## config.mk

```make
export PLATFORM = sky130hd
export DESIGN_NAME = core_seq_ctrl
export DESIGN_NICKNAME = d
export VERILOG_FILES = /design/src/rtl/core_seq_ctrl.sv
export SDC_FILE = /design/constraint.sdc
export NUM_CORES = 1
export LEC_CHECK = 0
export BUFFER_PORTS_ARGS = -buffer_cell sky130_fd_sc_hd__buf_2
export CAP_MARGIN = 5
export CORE_MARGIN = 5
export CORE_UTILIZATION = 48
export DETAILED_ROUTE_END_ITERATION = 16
export PLACE_DENSITY_LB_ADDON = 0.05
export REMOVE_ABC_BUFFERS = 1
export SLEW_MARGIN = 10
export SYNTH_ARGS = -nofsm -noshare
export SYNTH_HDL_FRONTEND = slang
export SYNTH_SLANG_ARGS = --single-unit
```

## constraint.sdc

```tcl
create_clock -name clk -period 2.9 [get_ports clk]
set_input_delay 0.145 -clock clk [delete_from_list [all_inputs] [get_ports clk]]
set_output_delay 0.145 -clock clk [all_outputs]
set_load 0.02 [all_outputs]
```

## src/rtl/core_seq_ctrl.sv

```systemverilog
// core_seq_ctrl: multi-cycle RV32 sequencer owning pc/ir, memory handshakes and
// the writeback/trap strobes, one instruction at a time.
module core_seq_ctrl #(
    parameter logic [31:0] RESET_PC = 32'h8000_0000,
    parameter logic [7:0]  TIMEOUT  = 8'd255
) (
    input  logic        clk,
    input  logic        rst,
    output logic        imem_req,
    input  logic        imem_ready,
    input  logic        imem_rvalid,
    input  logic [31:0] imem_rdata,
    output logic [31:0] pc,
    output logic [31:0] ir,
    input  logic [6:0]  opcode,
    input  logic [2:0]  funct3,
    input  logic        branch_taken,
    input  logic [31:0] target,
    input  logic [31:0] trap_vec,
    input  logic [31:0] epc,
    output logic        dmem_req,
    output logic        dmem_we,
    input  logic        dmem_ready,
    input  logic        dmem_rvalid,
    output logic        rf_we,
    output logic        csr_we,
    output logic        exc_take,
    output logic        halt,
    output logic        bus_err,
    output logic [2:0]  state
);
    typedef enum logic [2:0] {FETCH, IWAIT, DECODE, EXEC, MEM, MWAIT, WB, HALT} state_t;
    localparam logic [31:0] NOP    = 32'h0000_0013;
    localparam logic [31:0] ECALL  = 32'h0000_0073;
    localparam logic [31:0] EBREAK = 32'h0010_0073;
    localparam logic [31:0] MRET   = 32'h3020_0073;
    state_t      st, nst;
    logic [7:0]  cnt;
    logic [31:0] npc;
    logic        is_load, is_store, is_csr, rf_op, waiting, misal, tmo;
    assign is_load  = opcode == 7'b0000011;
    assign is_store = opcode == 7'b0100011;
    assign is_csr   = opcode == 7'b1110011 && funct3 != 3'd0;
    assign rf_op    = is_csr || opcode inside {7'b0110011, 7'b0010011, 7'b0000011,
                      7'b0110111, 7'b0010111, 7'b1101111, 7'b1100111};
    assign npc = ir == ECALL ? trap_vec :
                 ir == MRET ? epc :
                 opcode == 7'b1101111 ? target :
                 opcode == 7'b1100111 ? {target[31:1], 1'b0} :
                 (opcode == 7'b1100011 && branch_taken) ? target : pc + 32'd4;
    assign misal   = st == WB && npc[1];
    assign waiting = st inside {FETCH, IWAIT, MEM, MWAIT};
    always_comb begin
        nst = st;
        case (st)
            FETCH:   nst = imem_ready ? IWAIT : FETCH;
            IWAIT:   nst = imem_rvalid ? DECODE : IWAIT;
            DECODE:  nst = EXEC;
            EXEC:    nst = (is_load || is_store) ? MEM : ir == EBREAK ? HALT : WB;
            MEM:     nst = dmem_ready ? (is_store ? WB : MWAIT) : MEM;
            MWAIT:   nst = dmem_rvalid ? WB : MWAIT;
            WB:      nst = npc[1] ? HALT : FETCH;
            default: nst = HALT;
        endcase
        // still stalled after TIMEOUT counted cycles: give up on the bus
        tmo = waiting && nst == st && cnt == TIMEOUT;
        if (tmo) nst = HALT;
    end
    always_ff @(posedge clk) begin
        if (rst) begin
            st      <= FETCH;
            pc      <= RESET_PC;
            ir      <= NOP;
            cnt     <= 8'd0;
            bus_err <= 1'b0;
        end else begin
            st  <= nst;
            cnt <= nst != st ? 8'd0 : waiting ? cnt + 8'd1 : cnt;
            if (st == IWAIT && imem_rvalid) ir <= imem_rdata;
            if (st == WB && !npc[1]) pc <= npc;
            if (misal || tmo) bus_err <= 1'b1;
        end
    end
    assign imem_req = st == FETCH;
    assign dmem_req = st == MEM;
    assign dmem_we  = st == MEM && is_store;
    assign rf_we    = st == WB && rf_op;
    assign csr_we   = st == WB && is_csr;
    assign exc_take = st == WB && ir == ECALL;
    assign halt     = st == HALT;
    assign state    = st;
endmodule

```

==> flow_summary.yaml <==
outcome:
  status: "finished, final reports clean"
cells_and_area:
  final_core_util: 0.634
  drive_gt1_frac: 0.336
  n_antenna_cell: 0
  nets: 994
  syn2layout_area_growth_pct: 30.3
  fin_area_um2: 6480
clock_network:
  clkTransAtPathRegs_ps: 80
  post-cts-setup-buffer-count: 0
  cts_sinks: 76
  cts_buffer_depth: 2
  cts_tree: "done"
  insertion_delay_ps: 360
  root_buffer: "clkbuf_8"
  h-tree-depth: 3
  cts_made_buffers: 9
setup_path:
  critPathLaunch: "ir[18]"
  endpoint: "exc_take"
  worstPathRequired_ps: 2760
  cp-end-kind: "primary output"
  crit_fanout: 20
  rrSetupSlack_ps: 290
  ff2ff_path_depth: 7
  startpoint_type: "register"
  reg2reg_from: "ir[18]"
  critical_path_arrival_ps: 2550
  criticalPathCategory: "register to primary output"
  rr_endpoint: "pc[29]"
grt:
  antenna_found_initial: 0
  grt_pass1_wl_um: 28600
  grt_max_degree: 59
  grt_pass1_vias: 5725
  grtUsageTotal: 0.274
  grt_overflow: 0
timing:
  setup_viol_count_final: 0
  finalCritPeriodShare: 0.931
  finalCriticalPeriod_ps: 2700
  fmax_mhz: 370
  hold_violations: 0
  grt_setup_unrepaired: "false"
  slew_headroom: 0.193
  fin_skew_ps: 10.7
  setup_ws_ps: 201
  maxSlewViolCount: 0
  worst_slew_pin_slew_ps: 1210
  whs_ps: 13.6
place:
  post-place-ws_ps: 274
  hpwl_um: 13400
  place_area_um2: 6230
  place.gp.congestion: 0.911
  numPortBuffers: 219
synthesis:
  async_flop_share: 0
  synth_edf_count: 0
  synth_area_leaders: "dfxtp_1, nand2_1, a21oi_1, a211oi_1, nor2_1"
  syn_area_per_cell_um2: 7.78
  ys_types: 77
  synthCells: 640
  ys_seq_elements: 76
  yosysTopAreaCell: "dfxtp_1"
  synthTopCellsByCount: "nand2_1, dfxtp_1, a21oi_1, nor2_1, clkbuf_1"
  syn-cell-area_um2: 4980
  ys_warn_count: 0
  yosysMostFrequentCell: "nand2_1"
  synth_top_area_frac: 0.306
  ys_seq_area_frac: 0.306
  ys.flop_type: "dfxtp_1"
die:
  rows: 37
  die_area_um2: 12500
  ios: 220
  floorplan.core_area_um2: 10200
  die_h_um: 112
  start_util: 0.486
  die_x_um: 112
flow_run:
  maxCapViolations: 0
routing:
  wl_per_cell_um: 18.1
  ant_nets: 0
  drt_iter0_markers: 357
  vias_per_cell: 5.93
  first_pass_iters: 5
  drc: 0
  wirelength_um: 17900
  vias: 5862
min_path:
  hold_path.class: "primary input to register"
pwr:
  ir_worst_vdd_mv: 0.268
  p_total_uw: 2560
  leakagePower_uw: 0.00261
  power_density_nw_per_um2: 395
power by group:
part | internal (µW) | switching, µW
logic | 213 | 314
registers | 1080 | 47.2
clock network | 490 | 416
worst max-delay path, stage by stage (launching register included):
cell     delay, ps
dfxtp_1        350
nor4_4         330
nand4_4        340
or3_2          810
nor2_1         170
buf_2          180
flip-flops by register name, summed over array words and instances, names as in the netlist:
| name | count |
|---|---|
| cnt | 8 |
| state | 3 |
| bus_err | 1 |
| pc | 32 |
| ir | 32 |
repair_timing:
| action | 4_1_cts | 5_1_grt |
|---|---|---|
| resized for setup | 0 | 1 |
| endpoints found under the hold margin | 3 | 1 |
| endpoints found under the setup margin | 0 | 1 |
| hold buffers | 3 | 1 |
routing by layer:
| metal | GRT usage | wire (µm) | vias to the layer above |
|---|---|---|---|
| met3 | 0.0717 | 1430 | 27 |
| li1 | - | - | 2835 |
| met4 | 0.0657 | 245 | 0 |
| met2 | 0.468 | 8670 | 258 |
| met1 | 0.345 | 7560 | 2742 |
| met5 | 0 | 0 | - |
cell type report:
type	instances	area [µm²]
tap	136	170
clock buffer	11	131
clock inverter	5	85.1
inverter	11	41.3
multi-input combinational	506	3250
sequential	76	1520
fill	998	3750
timing repair buffer	243	1290
cells by family (layout without fill, tap and decap cells):
logic type / after synthesis / count (layout) / share of synthesized area
AO/OA/AOI/OAI: 188 / 188 / 0.275
adder cells (fa/ha/maj): 2 / 2 / 0.00503
flip-flops: 76 / 76 / 0.306
buffers and inverters: 58 / 270 / 0.0475
AND/OR/NAND/NOR: 286 / 286 / 0.312
multiplexers: 6 / 6 / 0.0126
XOR/XNOR: 24 / 24 / 0.0422
placed cells by master (no fill, tap or decap), types with 4 or more instances in the layout:
| cell type | count |
|---|---|
| buf_2 | 219 |
| nand2_1 | 101 |
| dfxtp_1 | 76 |
| a21oi_1 | 55 |
| nor2_1 | 54 |
| a211oi_1 | 28 |
| nand3_1 | 23 |
| nor4_1 | 20 |
| buf_4 | 20 |
| xnor2_1 | 16 |
| nor3_1 | 14 |
| inv_1 | 10 |
| nand4_1 | 10 |
| o32ai_1 | 10 |
| o211ai_1 | 9 |
| clkbuf_8 | 9 |
| or3_1 | 8 |
| xor2_1 | 8 |
| o21ai_0 | 7 |
| a31oi_1 | 7 |
| a221oi_1 | 7 |
| nor4_4 | 6 |
| o22ai_1 | 6 |
| a22oi_1 | 6 |
| and3_1 | 5 |
| o2111ai_1 | 5 |
| a211o_1 | 5 |
| a21o_1 | 5 |
| a311oi_1 | 5 |
| nor3b_1 | 4 |
| and4_1 | 4 |
| or4_1 | 4 |
| mux2i_1 | 4 |
| dlygate4sd3_1 | 4 |
metrics by stage:
| stage | TNS [ps] | std cells |
|---|---|---|
| 3_3_place_gp | 0 | 968 |
| 3_5_place_dp | 0 | 968 |
| 4_1_cts | 0 | 987 |
| 5_1_grt | 0 | 988 |
| 6_report | 0 | 988 |
| 2_1_floorplan | -2860 | 593 |
how the worst min path moves through the flow:
stage	from	to	slack, ps	cells past startpoint
global route	imem_rdata[7]	ir[7]	2	3
global placement	imem_rdata[4]	ir[4]	360	3
finish	imem_rdata[8]	ir[8]	10	3
floorplan	rst	bus_err	210	1
detailed placement	imem_rdata[4]	ir[4]	360	3
CTS	imem_rdata[8]	ir[8]	0.5	3
No activity file was read; power rests on OpenSTA's default activity.
